### src/rtl/vga_timing_pkg.sv
// Shared 640x480@60 raster constants and decoder state type, used by the VGA
// timing generator and the sync decoder.
package vga_timing_pkg;

   localparam int VGA_H_TOTAL     = 800;
   localparam int VGA_H_SYNC      = 96;
   localparam int VGA_H_BP        = 48;
   localparam int VGA_H_ACTIVE    = 640;
   localparam int VGA_V_TOTAL     = 525;
   localparam int VGA_V_SYNC      = 2;
   localparam int VGA_V_BP        = 33;
   localparam int VGA_V_ACTIVE    = 480;
   localparam int VGA_LOCK_FRAMES = 2;

   localparam int COORD_W = 16;

   typedef enum logic [1:0] {
      UNLOCKED,
      ACQUIRE,
      LOCKED
   } dec_state_t;

endpackage

### src/rtl/vga_sync_decoder_if.sv
// Sync inputs and recovered pixel-timing outputs of the VGA sync decoder.
// err_count is present only when VGA_DEC_ERR_CNT_EN is defined.
interface vga_sync_decoder_if;
   import vga_timing_pkg::*;

   logic               hsync_n;
   logic               vsync_n;
   logic [COORD_W-1:0] pixel_x;
   logic [COORD_W-1:0] pixel_y;
   logic               de;
   logic               frame_start;
   logic               locked;
   logic               timing_err;
`ifdef VGA_DEC_ERR_CNT_EN
   logic [7:0]         err_count;
`endif

   modport master (
      output hsync_n, vsync_n,
`ifdef VGA_DEC_ERR_CNT_EN
      input  err_count,
`endif
      input  pixel_x, pixel_y, de, frame_start, locked, timing_err
   );

   modport slave (
      input  hsync_n, vsync_n,
`ifdef VGA_DEC_ERR_CNT_EN
      output err_count,
`endif
      output pixel_x, pixel_y, de, frame_start, locked, timing_err
   );

endinterface

### src/rtl/sync_edge_det.sv
// Registers one sync input and flags its falling/rising edges from the
// registered and previous samples.
module sync_edge_det #(
   parameter logic RESET_VAL = 1'b1
) (
   input  logic clk,
   input  logic rst_n,
   input  logic sync_i,
   output logic fall_o,
   output logic rise_o
);

   logic sync_q;
   logic prev_q;

   // Reset to the idle (deasserted) level so a sync already low after reset still yields an edge.
   always_ff @(posedge clk or negedge rst_n) begin
      if (!rst_n) begin
         sync_q <= RESET_VAL;
         prev_q <= RESET_VAL;
      end else begin
         sync_q <= sync_i;
         prev_q <= sync_q;
      end
   end

   assign fall_o = prev_q & ~sync_q;
   assign rise_o = ~prev_q & sync_q;

endmodule

### src/rtl/vga_sync_decoder.sv
// Recovers pixel coordinates, data-enable and lock from hsync_n/vsync_n.
// Define VGA_DEC_ERR_CNT_EN to add the saturating 8-bit err_count output.
module vga_sync_decoder
   import vga_timing_pkg::*;
#(
   parameter int H_TOTAL     = VGA_H_TOTAL,
   parameter int H_SYNC      = VGA_H_SYNC,
   parameter int H_BP        = VGA_H_BP,
   parameter int H_ACTIVE    = VGA_H_ACTIVE,
   parameter int V_TOTAL     = VGA_V_TOTAL,
   parameter int V_SYNC      = VGA_V_SYNC,
   parameter int V_BP        = VGA_V_BP,
   parameter int V_ACTIVE    = VGA_V_ACTIVE,
   parameter int LOCK_FRAMES = VGA_LOCK_FRAMES
) (
   input logic               clk_25,
   input logic               rst_n,
   vga_sync_decoder_if.slave bus
);

   localparam logic [COORD_W-1:0] H_LAST      = COORD_W'(H_TOTAL - 1);
   localparam logic [COORD_W-1:0] H_SYNC_LAST = COORD_W'(H_SYNC - 1);
   localparam logic [COORD_W-1:0] H_SAT       = COORD_W'(2 * H_TOTAL);
   localparam logic [COORD_W-1:0] H_SAT_M1    = COORD_W'(2 * H_TOTAL - 1);
   localparam logic [COORD_W-1:0] H_START     = COORD_W'(H_SYNC + H_BP);
   localparam logic [COORD_W-1:0] H_END       = COORD_W'(H_SYNC + H_BP + H_ACTIVE);
   localparam logic [COORD_W-1:0] V_LAST      = COORD_W'(V_TOTAL - 1);
   localparam logic [COORD_W-1:0] V_START     = COORD_W'(V_SYNC + V_BP);
   localparam logic [COORD_W-1:0] V_END       = COORD_W'(V_SYNC + V_BP + V_ACTIVE);
   localparam int                 GF_W        = $clog2(LOCK_FRAMES + 1);
   localparam logic [GF_W-1:0]    GF_LAST     = GF_W'(LOCK_FRAMES - 1);

   logic hFall, hRise, vFall, unusedVRise;

   sync_edge_det uHsync (
      .clk    (clk_25),
      .rst_n  (rst_n),
      .sync_i (bus.hsync_n),
      .fall_o (hFall),
      .rise_o (hRise)
   );

   sync_edge_det uVsync (
      .clk    (clk_25),
      .rst_n  (rst_n),
      .sync_i (bus.vsync_n),
      .fall_o (vFall),
      .rise_o (unusedVRise)
   );

   logic [COORD_W-1:0] hPos_q, hPos_d, vPos_q, vPos_d;
   logic [COORD_W-1:0] pixelX_q, pixelY_q;
   logic               vPend_q, vPend_d;
   logic               hArmed_q, hArmed_d, vArmed_q, vArmed_d;
   logic [GF_W-1:0]    goodFrames_q, goodFrames_d;
   dec_state_t         state_q, state_d;
   logic               de_q, frameStart_q, locked_q, timingErr_q;
   logic               err, visible, lockedNext;

   // vPend remembers a vsync edge that arrived earlier in the current line.
   always_comb begin
      hPos_d  = hPos_q;
      vPos_d  = vPos_q;
      vPend_d = vPend_q;
      if (hFall) begin
         hPos_d  = '0;
         vPend_d = 1'b0;
         vPos_d  = (vFall || vPend_q) ? '0 : vPos_q + 1'b1;
      end else begin
         if (hPos_q != H_SAT) hPos_d = hPos_q + 1'b1;
         if (vFall) vPend_d = 1'b1;
      end
   end

   always_comb begin
      err = (hArmed_q && hFall && hPos_q != H_LAST)
         || (hArmed_q && hRise && hPos_q != H_SYNC_LAST)
         || (vArmed_q && vFall && vPos_q != V_LAST)
         || (hArmed_q && !hFall && hPos_q == H_SAT_M1);
      hArmed_d = !err && (hArmed_q || hFall);
      vArmed_d = !err && (vArmed_q || vFall);
   end

   always_comb begin
      state_d      = state_q;
      goodFrames_d = goodFrames_q;
      unique case (state_q)
         UNLOCKED: begin
            if (vFall && !err) begin
               state_d      = ACQUIRE;
               goodFrames_d = '0;
            end
         end
         ACQUIRE: begin
            if (err) begin
               state_d = UNLOCKED;
            end else if (vFall) begin
               goodFrames_d = goodFrames_q + 1'b1;
               if (goodFrames_q == GF_LAST) state_d = LOCKED;
            end
         end
         LOCKED: begin
            if (err) state_d = UNLOCKED;
         end
         default: state_d = UNLOCKED;
      endcase
   end

   assign visible    = (hPos_d >= H_START) && (hPos_d < H_END)
                    && (vPos_d >= V_START) && (vPos_d < V_END);
   assign lockedNext = (state_d == LOCKED);

   // Outputs are registered from next-state values so de drops together with locked.
   always_ff @(posedge clk_25 or negedge rst_n) begin
      if (!rst_n) begin
         hPos_q       <= '0;
         vPos_q       <= '0;
         vPend_q      <= 1'b0;
         hArmed_q     <= 1'b0;
         vArmed_q     <= 1'b0;
         goodFrames_q <= '0;
         state_q      <= UNLOCKED;
         pixelX_q     <= '0;
         pixelY_q     <= '0;
         de_q         <= 1'b0;
         frameStart_q <= 1'b0;
         locked_q     <= 1'b0;
         timingErr_q  <= 1'b0;
      end else begin
         hPos_q       <= hPos_d;
         vPos_q       <= vPos_d;
         vPend_q      <= vPend_d;
         hArmed_q     <= hArmed_d;
         vArmed_q     <= vArmed_d;
         goodFrames_q <= goodFrames_d;
         state_q      <= state_d;
         pixelX_q     <= visible ? hPos_d - H_START : '0;
         pixelY_q     <= visible ? vPos_d - V_START : '0;
         de_q         <= visible && lockedNext;
         frameStart_q <= lockedNext && hPos_d == H_START && vPos_d == V_START;
         locked_q     <= lockedNext;
         timingErr_q  <= err;
      end
   end

   assign bus.pixel_x     = pixelX_q;
   assign bus.pixel_y     = pixelY_q;
   assign bus.de          = de_q;
   assign bus.frame_start = frameStart_q;
   assign bus.locked      = locked_q;
   assign bus.timing_err  = timingErr_q;

`ifdef VGA_DEC_ERR_CNT_EN
   logic [7:0] errCount_q;

   always_ff @(posedge clk_25 or negedge rst_n) begin
      if (!rst_n)                            errCount_q <= '0;
      else if (err && errCount_q != 8'hFF)   errCount_q <= errCount_q + 1'b1;
   end

   assign bus.err_count = errCount_q;
`endif

endmodule

### src/flat_wrapper.sv
// flat-port wrapper written by rule: the top's interface ports become plain ports
module vga_sync_decoder_flat import vga_timing_pkg::*;
#(
   parameter int H_TOTAL     = VGA_H_TOTAL,
   parameter int H_SYNC      = VGA_H_SYNC,
   parameter int H_BP        = VGA_H_BP,
   parameter int H_ACTIVE    = VGA_H_ACTIVE,
   parameter int V_TOTAL     = VGA_V_TOTAL,
   parameter int V_SYNC      = VGA_V_SYNC,
   parameter int V_BP        = VGA_V_BP,
   parameter int V_ACTIVE    = VGA_V_ACTIVE,
   parameter int LOCK_FRAMES = VGA_LOCK_FRAMES
)
  (clk_25, rst_n, bus_hsync_n, bus_vsync_n, bus_pixel_x, bus_pixel_y, bus_de, bus_frame_start, bus_locked, bus_timing_err);
  vga_sync_decoder_if bus_i ();
  input logic clk_25;
  input logic rst_n;
  input wire logic [$bits(bus_i.hsync_n)-1:0] bus_hsync_n;
  input wire logic [$bits(bus_i.vsync_n)-1:0] bus_vsync_n;
  output wire logic [$bits(bus_i.pixel_x)-1:0] bus_pixel_x;
  output wire logic [$bits(bus_i.pixel_y)-1:0] bus_pixel_y;
  output wire logic [$bits(bus_i.de)-1:0] bus_de;
  output wire logic [$bits(bus_i.frame_start)-1:0] bus_frame_start;
  output wire logic [$bits(bus_i.locked)-1:0] bus_locked;
  output wire logic [$bits(bus_i.timing_err)-1:0] bus_timing_err;
  assign bus_i.hsync_n = bus_hsync_n;
  assign bus_i.vsync_n = bus_vsync_n;
  assign bus_pixel_x = bus_i.pixel_x;
  assign bus_pixel_y = bus_i.pixel_y;
  assign bus_de = bus_i.de;
  assign bus_frame_start = bus_i.frame_start;
  assign bus_locked = bus_i.locked;
  assign bus_timing_err = bus_i.timing_err;
  vga_sync_decoder #(.H_TOTAL(H_TOTAL), .H_SYNC(H_SYNC), .H_BP(H_BP), .H_ACTIVE(H_ACTIVE), .V_TOTAL(V_TOTAL), .V_SYNC(V_SYNC), .V_BP(V_BP), .V_ACTIVE(V_ACTIVE), .LOCK_FRAMES(LOCK_FRAMES)) u_core (.clk_25(clk_25), .rst_n(rst_n), .bus(bus_i));
endmodule
### config.mk
export PLATFORM = sky130hd
export DESIGN_NAME = vga_sync_decoder_flat
export DESIGN_NICKNAME = d
export VERILOG_FILES = /design/src/rtl/vga_timing_pkg.sv /design/src/rtl/vga_sync_decoder_if.sv /design/src/rtl/sync_edge_det.sv /design/src/rtl/vga_sync_decoder.sv /design/src/flat_wrapper.sv
export SDC_FILE = /design/constraint.sdc
export NUM_CORES = 1
export LEC_CHECK = 0
export CELL_PAD_IN_SITES_DETAIL_PLACEMENT = 0
export CELL_PAD_IN_SITES_GLOBAL_PLACEMENT = 1
export CORE_MARGIN = 2
export CORE_UTILIZATION = 40
export CTS_BUF_LIST = sky130_fd_sc_hd__clkbuf_8
export DETAILED_ROUTE_END_ITERATION = 12
export PLACE_DENSITY_LB_ADDON = 0.08
export SETUP_SLACK_MARGIN = 0.1
export SKIP_LAST_GASP = 1
export SLEW_MARGIN = 40
export SYNTH_ARGS = -nofsm -noshare
export SYNTH_HDL_FRONTEND = slang
export SYNTH_SLANG_ARGS = --single-unit
### constraint.sdc
create_clock -name clk_25 -period 4.8 [get_ports clk_25]
set_clock_uncertainty 0.2 [all_clocks]
set_input_delay 0.96 -clock clk_25 [delete_from_list [all_inputs] [get_ports clk_25]]
set_output_delay 0.96 -clock clk_25 [all_outputs]
set_load 0.02 [all_outputs]
* After elaboration in Yosys (flattened, before gate mapping) *
Index checks and enable logic that the tools add are counted.

word-level totals
  logic and storage cells = 93
  register bits after elaboration = 79
  bits of input ports = 4
  output and inout bits = 36

cells by class
  bitwise operators = 6
  order comparisons = 4
  add/subtract/negate cells = 5
  reductions and logical operators = 29
  mux-type cells = 18
  eq/ne operators = 14

operators with widths
  operator                                                      number
  2-to-1 mux 16 bit                                             6
  adder 16 x 1 -> 16 bit, second input constant                 2
  less-than comparator 16 x 10 -> 1 bit, second input constant  2
  != test 16 x 10 -> 1 bit, second input constant               2
  logical AND 1 bit                                             17
  equality test 16 x 11 -> 1 bit, second input constant         1
  equality test 16 x 6 -> 1 bit, second input constant          1
  equality test 16 x 8 -> 1 bit, second input constant          1
  >= comparator 16 x 6 -> 1 bit, second input constant          1
  >= comparator 16 x 8 -> 1 bit, second input constant          1
  2-to-1 mux 2 bit                                              8
  != test 16 x 11 -> 1 bit, second input constant               1
  != test 16 x 7 -> 1 bit, second input constant                1
  subtractor 16 x 6 -> 16 bit, second input constant            1
  subtractor 16 x 8 -> 16 bit, second input constant            1
  logical OR 1 bit                                              6
  case mux 2 bit (3 select lines)                               1
  equality test 2 x 1 -> 1 bit, second input constant           2
  equality test 2 bit, second input constant                    2
  != test 2 x 1 -> 1 bit, second input constant                 2
  case mux 2 bit (2 select lines)                               1
  AND reduction 4 bit                                           1
  nonzero test 2 bit                                            2
  bitwise AND 1 bit                                             3
  other kinds (6)                                               10

* Longest topological paths before layout *
  depth after elaboration = 14
  mapped depth = 14
  mapped depth without buffers = 12

* Cells and area by module *
Synthesis repeated with hierarchy kept, for this count alone.

second synthesis, totals
  cell total of the unflattened synthesis = 387
  area, all modules = 3,968.8 um^2

by module, submodules not included
  module            area each (um^2)  sequential area each (um^2)  cells an instance  times used
  vga_sync_decoder  3,833.7           1,876.8                      379                1
  sync_edge_det     67.6              52.6                         4                  2

* Least setup slack after synthesis *
OpenSTA, ideal clock, no wires.

  kind = reg2reg
  from = reg u_core.uHsync.prev_q
  to = reg u_core.frameStart_q, in the netlist u_core.bus.frame_start
  slack = 1.277 ns
  arrival = 3.228 ns
  library setup time = 0.096 ns
  clock period less this slack = 3.523 ns
  buffers on the path = 3
  stages on the path, launching flop included = 13
  cells stage by stage = dfstp_2 clkbuf_1 nor2b_1 clkbuf_1 clkbuf_1 a21oi_1 inv_1 ha_1 o211ai_1 or4b_1 or3_1 or4_1 nor4_2

between the ends
  elaborated cells between the ends (all ways) = 26

RTL lines
  element                          line                     RTL
  from (decl)                      sync_edge_det.sv:14      logic prev_q;
  from (signal assigned)           sync_edge_det.sv:23      prev_q <= sync_q;
  bitwise AND 1 bit                sync_edge_det.sv:27      assign fall_o = prev_q & ~sync_q;
  2-to-1 mux 16 bit                vga_sync_decoder.sv:65   if (hFall) begin
  named net u_core.hPos_d[5]       vga_sync_decoder.sv:51   logic [COORD_W-1:0] hPos_q, hPos_d, vPos_q, vPos_d;
  equality test 16 x 8 -> 1 bit    vga_sync_decoder.sv:140  frameStart_q <= lockedNext && hPos_d == H_START && vPos_d == V_START;
  logical AND 1 bit (2 in series)  vga_sync_decoder.sv:140
  to (signal assigned)             vga_sync_decoder.sv:126  frameStart_q <= 1'b0;
  to (signal assigned)             vga_sync_decoder.sv:140
  to (decl)                        vga_sync_decoder.sv:57   logic de_q, frameStart_q, locked_q, timingErr_q;

The timed path passes the listed nets, and every way through them passes these cells.
A chain may end at the register's enable or synchronous reset.

* Worst setup path in the final report *
  from = reg u_core.hPos_q[0]
  to = reg u_core.pixelX_q[14], in the netlist u_core.bus.pixel_x[14]

between the ends
  word-level cells in the longest chain between the ends = 8
  elaborated cells between the ends (all ways) = 11

ends and longest elaborated chain
  element                                                                                 line                     RTL
  from (decl)                                                                             vga_sync_decoder.sv:51
  from (signal assigned)                                                                  vga_sync_decoder.sv:130  hPos_q <= hPos_d;
  adder 16 x 1 -> 16 bit or != test 16 x 11 -> 1 bit (tied branches)                      vga_sync_decoder.sv:70   if (hPos_q != H_SAT) hPos_d = hPos_q + 1'b1;
  2-to-1 mux 16 bit *                                                                     vga_sync_decoder.sv:70
  2-to-1 mux 16 bit *                                                                     vga_sync_decoder.sv:65
  named net u_core.hPos_d[8]                                                              vga_sync_decoder.sv:51
  >= comparator 16 x 8 -> 1 bit or less-than comparator 16 x 10 -> 1 bit (tied branches)  vga_sync_decoder.sv:109  assign visible = (hPos_d >= H_START) && (hPos_d < H_END)
  logical AND 1 bit                                                                       vga_sync_decoder.sv:109
  logical AND 1 bit (2 in series)                                                         vga_sync_decoder.sv:110  && (vPos_d >= V_START) && (vPos_d < V_END);
  2-to-1 mux 16 bit *                                                                     vga_sync_decoder.sv:137  pixelX_q <= visible ? hPos_d - H_START : '0;
  to (signal assigned)                                                                    vga_sync_decoder.sv:137
  to (decl)                                                                               vga_sync_decoder.sv:52   logic [COORD_W-1:0] pixelX_q, pixelY_q;

Mark *: on every way through the listed nets, which the timed path passes. The rest lies on a longest branch.

==> results.yml <==
synth:
  synth_simple_gate_area_share_pct: 25.6
  avgSynthCellArea_sq_um: 9.82
  ys_types: 58
  synthFlopType: "dfrtp_1"
  synthMuxAreaShare_pct: 2.51
  synth-xor-area-share_pct: 6.06
  synth_warnings: 0
  synth_edf_count: 0
  ys_seq_area_share_pct: 49.0
  syn_area_sq_um: 4050
  synth_top_family_by_area: "simple AND/OR/NAND/NOR gates"
  synthArstFlopShare_pct: 100
  ys_ff_latch: 79
  yosys.area_share.adder_pct: 2.72
  synth_cells: 412
  synth_compound_area_share_pct: 10.3
power:
  power.density_nw_per_um2: 301
  ir_drop_v: 0.000135
  leakage_uw: 0.00198
worst_setup_path:
  required_ns: 4.81
  slowest_delay_ns: 0.65
  crit_chain: "ha_1 > nand4_1 > nor4_1 > mux2i_1 > or4_1 > nor4b_1 > xnor2_1 > nor3_1"
  worstSetupEndpointType: "flip-flop"
  critPathArrivalTime_ns: 3.52
  critPathLaunchType: "flip-flop"
  cp_slowest_cell: "or4_1"
  crit_type: "reg2reg"
  path_max_fanout: 7
layout:
  final_nets: 459
  mostFrequentLayoutCell: "dfrtp_1"
  layout_common_cells: "75 x dfrtp_1, 38 x clkdlybuf4s50_1, 32 x nor2_1"
  antenna_cells: 0
  area_delta_synth_final_pct: 17.5
  n_fill_cell: 948
  multi_input_area_sq_um: 1920
  regArea_sq_um: 1980
  drive_gt1_share_pct: 6.42
  finalInstanceArea_sq_um: 4750
clock_tree:
  cts_hold_buf: 0
  post_cts_resized: 0
  cts_made_buffers: 9
  clock_latency_ns: 0.36
  root_buffer: "clkbuf_8"
  clock-sinks: 79
  cts_tree: "built"
  path_clk_slew_ns: 0.08
  cts_setup_buffers: 0
  clockBufferDepth: 2
  cts_max_level: 3
floorplanning:
  pin_count: 40
  rows: 36
  core_region_area_sq_um: 9770
  die-area_sq_um: 10900
  die_y_um: 105
  start_util_pct: 41.4
  die-width_um: 105
placement:
  dp_hpwl_mm: 6.89
  gp_congestion: 0.851
  numPortBuffers: 39
  pre_cts_slack_ns: 1.33
  dpl_cell_area_sq_um: 4550
global_route:
  grt_pass1_vias: 3110
  grtUsageTotal_pct: 18.9
  antenna_found_initial: 0
  grt-ovfl-total: 0
  grt_max_degree: 80
  grt_pass1_wl_mm: 16.4
route:
  wl_per_cell_um: 16.8
  drt-vias-per-instance: 5.49
  finalWirelength_mm: 9.83
  drt-initial-drc-count: 212
  drt-pass1-iter-count: 4
  drc: 0
  postRouteAntennaNets: 0
  dr_total_vias: 3210
sta:
  relSlewSlack_pct: 52.1
  hold_viol: 0
  rsz0062_at_grt: "no"
  setup_viol: 0
  setup_tns_ns: 0
  max_freq_ghz: 0.285
  tightestPinTransition_ns: 0.718
  maxSlewViolCount: 0
  fin_crit_sh_pct: 73.0
  final.setup.worst_slack_ns: 1.30
  hold_ws_ns: 0.175
  fin_crit_ns: 3.50
worst_hold_path:
  hp-class: "reg2reg"
job:
  cap_violations: 0
outcome:
  status: "completed"
## flip-flops by register name, indices dropped and copies added, names as in the netlist
name,count
u_core.uVsync.sync_q,1
u_core.vPos_q,16
u_core.hArmed_q,1
u_core.vPend_q,1
u_core.uHsync.sync_q,1
u_core.bus.locked,1
u_core.bus.pixel_x,16
u_core.goodFrames_q,2
u_core.uVsync.prev_q,1
u_core.bus.frame_start,1
u_core.uHsync.prev_q,1
u_core.bus.de,1
u_core.hPos_q,16
u_core.bus.pixel_y,16
u_core.state_q,2
u_core.vArmed_q,1
u_core.bus.timing_err,1
## logic make-up (layout without fill, tap and decap cells)
kind of cell / Yosys count / after routing
AOI/OAI and AO/OA: 64 / 64
xor gates and xnor gates: 28 / 28
adders and majority gates: 9 / 9
buffers and inverters: 38 / 76
DFF: 79 / 79
muxes: 10 / 10
other: 1 / 3
and+or+nand+nor: 183 / 183
## stage by stage
| step | std cells | total power [uW] | utilization [%] |
|---|---|---|---|
| floorplan | 414 | 877 | - |
| global placement | 569 | 943 | 46.5 |
| detailed placement | 569 | 949 | 46.6 |
| CTS | 585 | 1450 | 48.6 |
| global route | 585 | 1510 | 48.6 |
| finish | 585 | 1430 | 48.6 |
## synthesized netlist by cell type (all sizes together), types with 6 or more instances
library cell / n / area, sq um
nor2b: 6 / 37.5
nor3: 30 / 150
mux2i: 9 / 90.1
o31ai: 6 / 45.0
dfrtp: 75 / 1880
a21oi: 15 / 75.1
or4: 8 / 60.1
nor4: 19 / 131
nand4: 11 / 68.8
nor2: 32 / 120
nor3b: 7 / 52.6
or3: 7 / 43.8
xnor2: 23 / 201
ha: 8 / 100
o21ai: 17 / 85.1
nand2b: 10 / 62.6
nand2: 16 / 60.1
nand3: 18 / 90.1
clkbuf: 15 / 56.3
inv: 18 / 67.6
## cell type report
class / count / area share (%)
clock buffers: 10 / 2.90
clock inverters: 6 / 1.29
inverters: 18 / 1.42
multi-input cells: 297 / 40.5
flip-flops and latches: 79 / 41.7
well taps: 133 / 3.50
repair buffers: 42 / 8.72
## path summary, 6_finish.rpt
path,depth (start not counted),slack [ns],start,end
worst min-delay path,0,0.17,u_core.uVsync.sync_q,u_core.uVsync.prev_q
min in group asynchronous,1,0.41,rst_n,u_core.bus.pixel_x[14]
worst max-delay path,8,1.30,u_core.hPos_q[0],u_core.bus.pixel_x[14]
max in group asynchronous,1,3.47,rst_n,u_core.bus.pixel_x[1]
worst max register to register,8,1.30,u_core.hPos_q[0],u_core.bus.pixel_x[14]
worst min register to register,0,0.17,u_core.uVsync.sync_q,u_core.uVsync.prev_q
## layer usage
layer	wire, um	part of all wire (%)	up-vias	track usage (%)
met3	427	4.3	18	3.74
met5	0	0	-	0
met1	4970	51	1543	28.1
met2	4210	43	79	27.0
li1	-	-	1570	-
met4	218	2.2	0	7.24
## critical path: cells and delay by family (launching register included)
family,cells,cell delay (ns)
xor+xnor,1,0.23
fa+ha+maj,1,0.24
flops,1,0.43
mux,1,0.30
simple gates,5,1.96
## power by group
group | internal, uW | switching, uW | leakage, uW
clock | 253 | 242 | 0.000107
sequential | 708 | 44.6 | 0.00107
combinational | 74.5 | 108 | 0.000803
total | 1040 | 394 | 0.00198
Note: power is estimated with default switching activity, not from simulation.
